--- src/rtl/upower_multicycle_ctrl.sv ---
// -----------------------------------------------------------------------------
// upower_multicycle_ctrl
//
// Multi-cycle main control FSM for the uPower core. It sequences each
// instruction through FETCH, DECODE, EXEC, MEM and write-back states. It
// drives the 6-bit alu_op consumed by alu_control. It also arbitrates the
// single shared memory port between instruction fetch and data access using a
// req/ack handshake. A wait counter turns a missing mem_ack into a sticky
// bus_err trap.
//
// Optional feature macro: UPOWER_RETIRE_CNT_EN
//   When defined, the design adds the CNT_W-bit retired_cnt output. This
//   counter counts instr_done pulses.
//
// Ports:
//   clk          in   clock, rising edge
//   rst          in   synchronous active-high reset
//   opcode[5:0]  in   primary opcode from the IR, sampled in DECODE
//   alu_zero     in   ALU zero flag, sampled in BRANCH
//   mem_ack      in   memory completes the current request at this edge
//   mem_req      out  memory request, held until acknowledged
//   mem_we       out  1 = store, 0 = read (valid with mem_req)
//   ir_write     out  load the IR
//   pc_inc       out  PC <- PC + 4
//   pc_branch    out  PC <- branch target
//   reg_write    out  register file write enable
//   wb_sel       out  write-back source, 0 = ALU, 1 = memory
//   alu_src_imm  out  ALU B operand, 1 = immediate
//   alu_op[5:0]  out  opcode presented to alu_control
//   instr_done   out  one-cycle pulse on the last cycle of each instruction
//   illegal      out  sticky, unknown opcode seen
//   bus_err      out  sticky, memory timeout
//   retired_cnt  out  retired instruction count (UPOWER_RETIRE_CNT_EN only)
//   state_o[3:0] out  current state encoding, for debug
// -----------------------------------------------------------------------------
module upower_multicycle_ctrl #(
  parameter int MEM_TIMEOUT = 255
`ifdef UPOWER_RETIRE_CNT_EN
  ,
  parameter int CNT_W = 32
`endif
) (
  input  logic             clk,
  input  logic             rst,
  input  logic [5:0]       opcode,
  input  logic             alu_zero,
  input  logic             mem_ack,
  output logic             mem_req,
  output logic             mem_we,
  output logic             ir_write,
  output logic             pc_inc,
  output logic             pc_branch,
  output logic             reg_write,
  output logic             wb_sel,
  output logic             alu_src_imm,
  output logic [5:0]       alu_op,
  output logic             instr_done,
  output logic             illegal,
  output logic             bus_err,
`ifdef UPOWER_RETIRE_CNT_EN
  output logic [CNT_W-1:0] retired_cnt,
`endif
  output logic [3:0]       state_o
);

  typedef enum logic [3:0] {
    ST_FETCH    = 4'd0,
    ST_DECODE   = 4'd1,
    ST_EXEC_R   = 4'd2,
    ST_EXEC_I   = 4'd3,
    ST_MEM_ADDR = 4'd4,
    ST_MEM_RD   = 4'd5,
    ST_MEM_WR   = 4'd6,
    ST_WB_ALU   = 4'd7,
    ST_WB_MEM   = 4'd8,
    ST_BRANCH   = 4'd9,
    ST_TRAP     = 4'd15
  } state_t;

  // The counter value seen in the last permitted request cycle. If no ack
  // arrives on that edge, the FSM takes the bus-error trap.
  localparam logic [9:0] WAIT_LAST = 10'(MEM_TIMEOUT - 1);

  state_t     state_r;
  logic [5:0] op_q;
  logic [9:0] wait_cnt_r;
  logic       illegal_r;
  logic       bus_err_r;

  logic       req_state_s;
  logic       timeout_s;

  // Decode which states own the memory port, and detect the expiring wait.
  always_comb begin
    req_state_s = (state_r == ST_FETCH) || (state_r == ST_MEM_RD) ||
                  (state_r == ST_MEM_WR);
    timeout_s   = req_state_s && !mem_ack && (wait_cnt_r == WAIT_LAST);
  end

  // Main sequencer: state, latched opcode, wait counter and sticky flags.
  always_ff @(posedge clk) begin
    if (rst) begin
      state_r    <= ST_FETCH;
      op_q       <= 6'd0;
      wait_cnt_r <= 10'd0;
      illegal_r  <= 1'b0;
      bus_err_r  <= 1'b0;
    end else begin
      // Every entry into a request state comes from either a non-request
      // state or an acked request. Clearing in those cases therefore
      // restarts the count on every entry.
      if (req_state_s && !mem_ack) begin
        wait_cnt_r <= wait_cnt_r + 10'd1;
      end else begin
        wait_cnt_r <= 10'd0;
      end

      case (state_r)
        ST_FETCH: begin
          if (mem_ack) begin
            state_r <= ST_DECODE;
          end else if (timeout_s) begin
            state_r   <= ST_TRAP;
            bus_err_r <= 1'b1;
          end else begin
            state_r <= ST_FETCH;
          end
        end
        ST_DECODE: begin
          op_q <= opcode;
          case (opcode)
            6'd31:                state_r <= ST_EXEC_R;
            6'd14, 6'd15, 6'd28:  state_r <= ST_EXEC_I;
            6'd32, 6'd36:         state_r <= ST_MEM_ADDR;
            6'd19:                state_r <= ST_BRANCH;
            default: begin
              state_r   <= ST_TRAP;
              illegal_r <= 1'b1;
            end
          endcase
        end
        ST_EXEC_R: state_r <= ST_WB_ALU;
        ST_EXEC_I: state_r <= ST_WB_ALU;
        ST_MEM_ADDR: begin
          if (op_q == 6'd32) begin
            state_r <= ST_MEM_RD;
          end else if (op_q == 6'd36) begin
            state_r <= ST_MEM_WR;
          end else begin
            state_r   <= ST_TRAP;
            illegal_r <= 1'b1;
          end
        end
        ST_MEM_RD: begin
          if (mem_ack) begin
            state_r <= ST_WB_MEM;
          end else if (timeout_s) begin
            state_r   <= ST_TRAP;
            bus_err_r <= 1'b1;
          end else begin
            state_r <= ST_MEM_RD;
          end
        end
        ST_MEM_WR: begin
          if (mem_ack) begin
            state_r <= ST_FETCH;
          end else if (timeout_s) begin
            state_r   <= ST_TRAP;
            bus_err_r <= 1'b1;
          end else begin
            state_r <= ST_MEM_WR;
          end
        end
        ST_WB_ALU: state_r <= ST_FETCH;
        ST_WB_MEM: state_r <= ST_FETCH;
        ST_BRANCH: state_r <= ST_FETCH;
        ST_TRAP:   state_r <= ST_TRAP;
        default:   state_r <= ST_TRAP;
      endcase
    end
  end

  // Output decode from the registered state. The ack-qualified strobes are
  // Mealy by design so a zero-wait memory costs no extra cycle. All commit
  // strobes are held low on a reset edge so an aborted instruction never
  // writes the register file or PC.
  always_comb begin
    mem_req     = 1'b0;
    mem_we      = 1'b0;
    ir_write    = 1'b0;
    pc_inc      = 1'b0;
    pc_branch   = 1'b0;
    reg_write   = 1'b0;
    wb_sel      = 1'b0;
    alu_src_imm = 1'b0;
    alu_op      = 6'd0;
    instr_done  = 1'b0;
    case (state_r)
      ST_FETCH: begin
        mem_req  = 1'b1;
        ir_write = mem_ack && !rst;
        pc_inc   = mem_ack && !rst;
      end
      ST_EXEC_R: alu_op = op_q;
      ST_EXEC_I: begin
        alu_op      = op_q;
        alu_src_imm = 1'b1;
      end
      ST_MEM_ADDR: begin
        alu_op      = op_q;
        alu_src_imm = 1'b1;
      end
      ST_MEM_RD: mem_req = 1'b1;
      ST_MEM_WR: begin
        mem_req    = 1'b1;
        mem_we     = 1'b1;
        instr_done = mem_ack && !rst;
      end
      ST_WB_ALU: begin
        reg_write  = !rst;
        instr_done = !rst;
      end
      ST_WB_MEM: begin
        reg_write  = !rst;
        wb_sel     = 1'b1;
        instr_done = !rst;
      end
      ST_BRANCH: begin
        alu_op     = op_q;
        pc_branch  = alu_zero && !rst;
        instr_done = !rst;
      end
      default: begin
        mem_req = 1'b0;
      end
    endcase
  end

  assign illegal = illegal_r;
  assign bus_err = bus_err_r;
  assign state_o = state_r;

`ifdef UPOWER_RETIRE_CNT_EN
  // Retired-instruction counter; wraps naturally on overflow.
  always_ff @(posedge clk) begin
    if (rst) begin
      retired_cnt <= '0;
    end else if (instr_done) begin
      retired_cnt <= retired_cnt + CNT_W'(1);
    end else begin
      retired_cnt <= retired_cnt;
    end
  end
`endif

endmodule
--- config.mk ---
export PLATFORM = sky130hd
export DESIGN_NAME = upower_multicycle_ctrl
export DESIGN_NICKNAME = d
export VERILOG_FILES = /design/src/rtl/upower_multicycle_ctrl.sv
export SDC_FILE = /design/constraint.sdc
export NUM_CORES = 1
export LEC_CHECK = 0
export ABC_AREA = 1
export CORE_UTILIZATION = 49
export DETAILED_ROUTE_END_ITERATION = 12
export PLACE_DENSITY = 0.78
export SLEW_MARGIN = 10
export SYNTH_ARGS = -nofsm -noshare
export SYNTH_HDL_FRONTEND = slang
export SYNTH_SLANG_ARGS = --single-unit
--- constraint.sdc ---
create_clock -name clk -period 1.74 [get_ports clk]
set_input_delay 0.348 -clock clk [delete_from_list [all_inputs] [get_ports clk]]
set_output_delay 0.348 -clock clk [all_outputs]
set_load 0.03 [all_outputs]
==> out/qor.csv <==
metric,value,unit
outcome,finished with violations,
failing checks,setup timing,
CTS max path bufs,2,
Gate power share,71.6,%
Worst Path Max Fanout,6,
crit path time final,2.03,ns
Die Height,54.5,um
Clock power frac,6.9,%
Routed WL per cell,14.9,um
Pre-antenna DRT Iters,4,
CP Capture Type,output port,
drt total wl,4630,um
slowest CP cell,dfxtp_4,
Worst Clk Skew,0.00992,ns
Critical path buffers and inverters,5,
nets@finish,295,
fin worst setup slack,-0.287,ns
DRC Markers,0,
# clock sinks,22,
die area,0.00297,mm2
pin count of the biggest net entering global routing,13,
Pleak,0.000997,uW
worst ir drop on vdd,1.44,mV
Worst Hold Class,reg -> reg,
share of cells above drive strength 1,37.6,%
die width,54.5,um
WS Path Type,reg -> out,
unrepaired setup endpoints after global routing,true,
worst slew pin tran,0.327,ns
PwrDens,1650,mW/mm2
routability cong.,0.875,
sequential area share after synthesis,32.6,%
syn_area_per_cell,6.44,um2
Net Sw Frac,47.4,%
"Cell Chain, Critical Path",inv_1 > nand2_1 > nor2_4 > inv_2 > o211ai_1 > buf_4 > nand2_2 > inv_2 > buf_6,
CP max stage delay,0.39,ns
Placed Cells,294,
H-tree lvl count,1,
total power draw,3620,uW
max-slew violation count,0,
Port Buffer Count,30,
fmax,0.493,GHz
via count,1666,
gr usage total,28.9,%
core area,0.00254,mm2
YS warnings,0,
setup violators final,13,
critical path required time,1.39,ns
Initial Utilization,53.1,%
vias in the first global route,1419,
fin crit share,117,%
# IOs,31,
num rows,18,
Placement Cell Area,0.00189,mm2
mapped cell area,0.00135,mm2
Final Non-Filler Cells,312,
Worst-path clk slew,0.13,ns
Place WS,-0.578,ns
CTS root buffer,clkbuf_4,
Initial DRC Count,69,
Num CTS Buffers,3,
Mapped Nets,222,
first-pass GRT wire length,6000,um
multiplexer share of the synthesized area,0,%
simple-gate portion of the synthesized area,41.4,%
cell internal pwr,1900,uW
Compound-Gate Fraction of Synth Area,11.5,%
Net Switching,1720,uW
CTS tree,done,
initial antenna violation count,0,
Hold WS,0.476,ns
remaining antenna violation count after routing,0,
#FFs+latches synth,22,
post-cts hold buffer count,0,
cell mode on critical path,inv_2,
placed wire-length estimate,2800,um
relative slew slack,78.0,%
Worst path top cell family by delay,buffers and inverters,
sequential power share,21.5,%
Synth Area in Adders,1.85,%
via-per-instance ratio,5.34,
Final Hold Viols,0,
number of diodes,0,
Clock Latency Late Sink,0.32,ns
fin area,0.00219,mm2
Max Cap Violations,0,
post-synthesis cell type count,30,
CP startpoint kind,flop,
Critical Path AT,1.68,ns
Syn Inst Count,210,
xor and xnor area share after synthesis,1.94,%
gr ovfl total,0,
"Area growth, synth to finish",61.9,%
combinational family with the most area after synthesis,simple AND/OR/NAND/NOR gates,
-- layout by cell type, fill, tap and decap left out, drive strengths merged --
cell type,n
buf,56
nor2,53
nand2,38
inv,33
dfxtp,22
nand3,14
o21ai,12
a21oi,10
clkdlybuf4s50,10
nand4,5
dlygate4sd2,5
clkbuf,4
or2,4
nor3,3
o211ai,2
xnor2,2
ha,2
clkinv,1
a31oi,1
o31ai,1
a31o,1
o21bai,1
xor2,1
nor3b,1
-- repair_timing --
action,CTS,global route
endpoints found under the setup margin,17,16
buffers inserted,9,6
resized for setup,44,17
pin swaps,10,12
-- area by class of cell --
cell class	count	area [um2]
multi-input cells	151	881
repair buffers	71	659
flip-flops and latches	22	455
fillers	151	355
inverters	34	130
well taps	30	37.5
clock buffers	4	26.3
-- layer usage --
| layer | GRT usage, % | routed length, um |
|---|---|---|
| met1 | 31.3 | 1780 |
| met2 | 54.9 | 2500 |
| met3 | 4.72 | 226 |
| met4 | 11.1 | 119 |
| met5 | 0 | 0 |
-- power by group through the flow --
stage | logic (uW) | clock network [uW] | registers [uW]
global placement | 1830 | 0 | 759
CTS | 2280 | 245 | 760
finish | 2590 | 250 | 776
global route | 2740 | 263 | 789
floorplan | 1020 | 0 | 863
detailed placement | 1880 | 0 | 767
-- state kept, by name, indices dropped and copies added, names as in the netlist --
| register | cells |
|---|---|
| bus_err | 1 |
| state_o | 4 |
| illegal | 1 |
| op_q | 6 |
| wait_cnt_r | 10 |
-- path summary, 6_finish.rpt --
| kind | cells past startpoint | start | endpoint | slack [ns] |
|---|---|---|---|---|
| setup reg to reg | 13 | state_o[3] | state_o[0] | 0.01 |
| setup / recovery | 9 | state_o[3] | alu_op[1] | -0.29 |
| hold / removal | 2 | bus_err | bus_err | 0.48 |
| hold reg to reg | 2 | bus_err | bus_err | 0.48 |
-- logic make-up after synthesis --
family                   count (synthesis)
buffers and inverters                   37
AND/OR/NAND/NOR                        118
AO/OA/AOI/OAI                           28
adder cells (fa/ha/maj)                  2
flip-flops                              22
XOR/XNOR                                 3
-- metrics by stage --
stage | TNS (ns) | utilization, %
after floorplan | -1.07 | -
after global routing | -3.73 | 86.0
after detailed placement | -0.877 | 74.2
after global placement | -0.562 | 74.2
after CTS | -1.94 | 82.4
final | -2.31 | 86.0
-- worst reg2reg max path: cells and delay by family (launching register included) --
kind / cells / cell delay [ns]
simple gates: 8 / 0.69
flops: 1 / 0.39
buf+inv: 5 / 0.59
-- synthesized netlist by cell type --
library cell	n	area share, %
a21oi_1	10	3.7
a31o_2	1	0.65
a31oi_1	1	0.46
buf_2	2	0.74
buf_4	1	0.56
clkinv_1	1	0.28
dfxtp_1	22	33
ha_1	2	1.8
inv_1	28	7.8
inv_2	5	1.4
nand2_1	35	9.7
nand2_2	3	1.4
nand3_1	11	4.1
nand3_2	1	0.74
nand3_4	2	2.6
nand4_1	5	2.3
nor2_1	46	13
nor2_2	5	2.3
nor2_4	2	1.7
nor3_1	3	1.1
nor3b_2	1	0.92
o211ai_1	2	1.1
o21ai_0	11	4.1
o21ai_1	1	0.37
o21bai_1	1	0.56
o31ai_1	1	0.56
or2_1	2	0.92
or2_2	2	0.92
xnor2_1	2	1.3
xor2_1	1	0.65
Note: power is estimated with default switching activity, not from simulation.
